File: config.mk
export PLATFORM = sky130hd
export DESIGN_NAME = chan_mux_scan
export DESIGN_NICKNAME = d
export VERILOG_FILES = /design/src/rtl/chan_mux_scan.sv
export SDC_FILE = /design/constraint.sdc
export NUM_CORES = 1
export LEC_CHECK = 0
export ABC_AREA = 1
export CAP_MARGIN = 20
export CORE_AREA = 2 2 59 61
export DETAILED_ROUTE_END_ITERATION = 10
export DIE_AREA = 0 0 61 63
export PLACE_DENSITY_LB_ADDON = 0.05
export SLEW_MARGIN = 20
export SYNTH_ARGS = -nofsm -noshare
export SYNTH_HDL_FRONTEND = slang
export SYNTH_SLANG_ARGS = --single-unit
export TNS_END_PERCENT = 1
File: constraint.sdc
create_clock -name clk -period 2.6 [get_ports clk]
set_input_delay 0.52 -clock clk [delete_from_list [all_inputs] [get_ports clk]]
set_output_delay 0.52 -clock clk [all_outputs]
set_load 0.05 [all_outputs]
File: src/rtl/chan_mux_scan.sv
// Channel multiplexer with manual select and timed auto-scan (dwell + blanking).
// All outputs are registered; dout follows the channel selected one cycle earlier.
module chan_mux_scan #(
  parameter int WIDTH    = 4,
  parameter int CHANNELS = 4,
  parameter int DWELL    = 100000,
  parameter int BLANK    = 4,
  localparam int SEL_W   = ($clog2(CHANNELS) < 1) ? 1 : $clog2(CHANNELS),
  localparam int PRESC_W = ($clog2(DWELL) < 1) ? 1 : $clog2(DWELL)
) (
  input  logic                      clk,
  input  logic                      reset,
  input  logic [CHANNELS*WIDTH-1:0] din,
  input  logic                      mode,
  input  logic [SEL_W-1:0]          sel_in,
  input  logic                      load_sel,
  output logic [WIDTH-1:0]          dout,
  output logic [SEL_W-1:0]          sel_out,
  output logic [CHANNELS-1:0]       chan_en,
  output logic                      tick
);

  typedef enum logic [1:0] {MANUAL, DWELL_ST, BLANK_ST} state_t;

  state_t               state_reg, state_next;
  logic [SEL_W-1:0]     sel_reg, sel_next;
  logic [PRESC_W-1:0]   presc_reg, presc_next;
  logic [WIDTH-1:0]     dout_reg, dout_next;
  logic [CHANNELS-1:0]  chan_en_reg, chan_en_next, onehot_next;
  logic                 tick_reg, tick_next;
  logic                 load_ok;
  logic                 advance;

  // Pad the channel table to a power of two so unused select codes read zero.
  logic [WIDTH-1:0] chan_arr [2**SEL_W];

  genvar gi;
  generate
    for (gi = 0; gi < 2**SEL_W; gi++) begin : g_chan
      if (gi < CHANNELS) begin : g_used
        assign chan_arr[gi] = din[gi*WIDTH +: WIDTH];
      end else begin : g_pad
        assign chan_arr[gi] = '0;
      end
    end
    for (gi = 0; gi < CHANNELS; gi++) begin : g_onehot
      assign onehot_next[gi] = (sel_next == SEL_W'(gi));
    end
  endgenerate

  assign load_ok = load_sel && (32'(sel_in) < CHANNELS);

  always_comb begin
    state_next = state_reg;
    sel_next   = sel_reg;
    presc_next = presc_reg;
    advance    = 1'b0;

    case (state_reg)
      MANUAL: begin
        presc_next = '0;
        if (mode) state_next = DWELL_ST;
      end
      DWELL_ST: begin
        if (presc_reg == PRESC_W'(DWELL - 1)) begin
          advance    = 1'b1;
          presc_next = '0;
          state_next = (BLANK > 0) ? BLANK_ST : DWELL_ST;
        end else begin
          presc_next = presc_reg + PRESC_W'(1);
        end
      end
      BLANK_ST: begin
        // The prescaler doubles as the blanking counter; BLANK < DWELL keeps it in range.
        if (presc_reg == PRESC_W'(BLANK - 1)) begin
          presc_next = '0;
          state_next = DWELL_ST;
        end else begin
          presc_next = presc_reg + PRESC_W'(1);
        end
      end
      default: begin
        presc_next = '0;
        state_next = MANUAL;
      end
    endcase

    if (!mode) begin
      state_next = MANUAL;
      presc_next = '0;
      advance    = 1'b0;
    end

    // A valid load beats a coincident terminal count and restarts the dwell.
    if (load_ok) begin
      sel_next   = sel_in;
      presc_next = '0;
      advance    = 1'b0;
      if (mode) state_next = DWELL_ST;
    end

    if (advance) begin
      sel_next = (sel_reg == SEL_W'(CHANNELS - 1)) ? '0 : sel_reg + SEL_W'(1);
    end

    tick_next    = advance;
    chan_en_next = (state_next == BLANK_ST) ? '0 : onehot_next;
    dout_next    = chan_arr[sel_reg];
  end

  always_ff @(posedge clk) begin
    if (reset) begin
      state_reg   <= MANUAL;
      sel_reg     <= '0;
      presc_reg   <= '0;
      dout_reg    <= '0;
      chan_en_reg <= '0;
      tick_reg    <= 1'b0;
    end else begin
      state_reg   <= state_next;
      sel_reg     <= sel_next;
      presc_reg   <= presc_next;
      dout_reg    <= dout_next;
      chan_en_reg <= chan_en_next;
      tick_reg    <= tick_next;
    end
  end

  assign dout    = dout_reg;
  assign sel_out = sel_reg;
  assign chan_en = chan_en_reg;
  assign tick    = tick_reg;

endmodule

==> flow_metrics.py <==
metrics = {
    "die": {
        "io_pins": 33,
        "core.rowCount": 21,
        "die_w_um": 61,
        "core_area_mm2": 0.00323,
        "die-height_um": 63,
        "dieArea_mm2": 0.00384,
        "start_util_pct": 48.5,
    },
    "synth": {
        "ys_warn_count": 0,
        "syn_avg_cell_area_um2": 7.26,
        "ys_seq_area_share_pct": 38.3,
        "synthCells": 216,
        "async_flop_share_pct": 0,
        "synth-edff-count": 0,
        "ys_seq_elements": 30,
        "yosysUniqueCellTypes": 28,
        "synth_ff_type": "dfxtp_1",
        "syn_area_mm2": 0.00157,
        "synth_nets": 244,
    },
    "route": {
        "drt-initial-drc-count": 38,
        "drc_errors": 0,
        "dr.pass1.iters": 4,
        "routed_wl_mm": 3.01,
        "wl_per_cell_um": 10.0,
        "via_count": 1424,
        "via_per_inst": 4.73,
        "antenna_left": 0,
    },
    "critical_path": {
        "crit_chain": "clkdlybuf4s50_1",
        "critPathCaptureType": "output pin",
        "critPathMaxFanout": 12,
        "worstSetupPathType": "reg2out",
        "slowest_delay_ns": 0.88,
        "crit_family": "buffers and inverters",
        "cp_slowest_cell": "clkdlybuf4s50_1",
        "crit_buf_inv": 1,
        "arrival_ns": 1.76,
        "critical_path_required_ns": 2.08,
        "setup.worst_path.start_class": "register",
    },
    "grt": {
        "antenna_found_initial": 0,
        "grt_overflow": 0,
        "grt_pass1_vias": 1346,
        "grt_start_max_net_pins": 18,
        "track_usage_pct": 18.4,
        "grt_pass1_wl_mm": 5.35,
    },
    "placement": {
        "post-dp-hpwl_mm": 2.35,
        "postPlaceCellArea_mm2": 0.00194,
        "gp_routability_congestion": 0.767,
        "port_buffers": 32,
    },
    "sta": {
        "rsz0062_at_grt": "no",
        "skew_ns": 0.00630,
        "finalCritPeriodShare_pct": 87.8,
        "final_hold_viol_count": 0,
        "finalCriticalPeriod_ns": 2.28,
        "fmax_mhz": 438,
        "worstMarginPinSlew_ns": 0.503,
        "finalSetupViolCount": 0,
        "setup_tns_ns": 0,
        "max_slew_margin_pct": 66.3,
        "slew_viol_final": 0,
    },
    "cells_and_area": {
        "final_nets": 282,
        "diodes": 0,
        "area_growth_pct": 29.0,
        "stdcell_area_mm2": 0.00202,
        "largest_register_ffs": 17,
        "layout_commonest_cell": "nor2_1",
        "drive_above_1_share_pct": 13.3,
        "final_cell_mix": "nor2_1, nand2_1, clkdlybuf4s50_1, dfxtp_1, inv_1",
    },
    "clocking": {
        "clockRootBuffer": "clkbuf_4",
        "postCtsSetupRepairBufs": 0,
        "tritoncts": "done",
        "clock_sinks": 30,
        "clkSlewWorstSetupHoldPaths_ns": 0.09,
        "clock_latency_ns": 0.33,
        "htreeDepth": 2,
        "holdBufCountCts": 0,
        "cts-buffers-inserted": 5,
        "cts_resized": 0,
        "cts_buffer_depth": 2,
    },
    "run": {
        "cap_violations": 0,
    },
    "worst_hold_path": {
        "hold_path_class": "reg2reg",
    },
    "pwr": {
        "p_leak_nw": 0.832,
        "max-vdd-ir-drop_mv": 0.333,
        "p_per_area_mw_per_mm2": 486,
    },
    "run_status": {
        "status": "finished, final reports clean",
    },
}
## per-stage QoR
stage               setup WS [ns]  total power, mW  util, %  instances  hold slack (ns)
floorplan                    1.02            0.570        -        216            0.429
global placement            0.541            0.633     60.2        293            0.443
detailed placement          0.523            0.634     60.2        293            0.447
CTS                         0.295            0.996     62.6        301            0.472
global route                0.220             1.03     62.6        301            0.482
finish                      0.316            0.983     62.6        301            0.466
## per-layer routing
metal | wire, µm | up-vias | part of all wire (%) | GRT usage (%)
met5 | 0 | - | 0 | 0
li1 | - | 745 | - | -
met2 | 1470 | 32 | 49 | 31.0
met3 | 158 | 6 | 5.2 | 7.25
met1 | 1340 | 641 | 44 | 20.2
met4 | 46 | 0 | 1.5 | 6.52
## cell families (layout without fill, tap and decap cells)
| family | Yosys count | in the layout | share of synthesized area [%] |
|---|---|---|---|
| simple gates | 118 | 118 | 36.2 |
| xor+xnor | 10 | 10 | 5.59 |
| buf+inv | 30 | 69 | 7.50 |
| fa+ha+maj | 6 | 6 | 4.79 |
| compound gates | 22 | 22 | 7.58 |
| flops | 30 | 30 | 38.3 |
## where the power goes
group          internal [mW]  switching, mW
clock network          0.199          0.162
registers              0.471        0.00734
logic                 0.0638         0.0801
total                  0.734          0.249
## cell type report
| cell class | instances | area [µm²] |
|---|---|---|
| tap | 46 | 57.6 |
| inverter | 27 | 101 |
| clock inverter | 3 | 40.0 |
| sequential | 30 | 601 |
| clock buffer | 5 | 37.5 |
| multi-input combinational | 156 | 850 |
| timing repair buffer | 34 | 335 |
| fill | 319 | 1210 |
## cell usage after synthesis, types with 2 or more instances
cell	number	area, µm²
nor2_1	53	199
nand2_1	35	131
dfxtp_1	30	601
inv_1	24	90.1
o21ai_0	11	55.1
a21oi_1	8	40.0
xor2_1	7	61.3
ha_1	6	75.1
nand2_2	6	37.5
nand3_1	5	25.0
inv_2	3	11.3
nand3_2	3	30.0
nor2_2	3	18.8
nor2_4	3	33.8
xnor2_1	3	26.3
nand4_1	2	12.5
nand4_2	2	25.0
nor3b_1	2	15.0
## worst paths after layout
kind | from | endpoint | slack (ns) | cells after the start
setup / recovery | sel_out[0] | sel_out[0] | 0.32 | 1
hold / removal | presc_reg[0] | presc_reg[0] | 0.47 | 1
setup reg to reg | presc_reg[0] | presc_reg[8] | 0.81 | 8
hold reg to reg | presc_reg[0] | presc_reg[0] | 0.47 | 1
No activity file was read; power rests on OpenSTA's default activity.
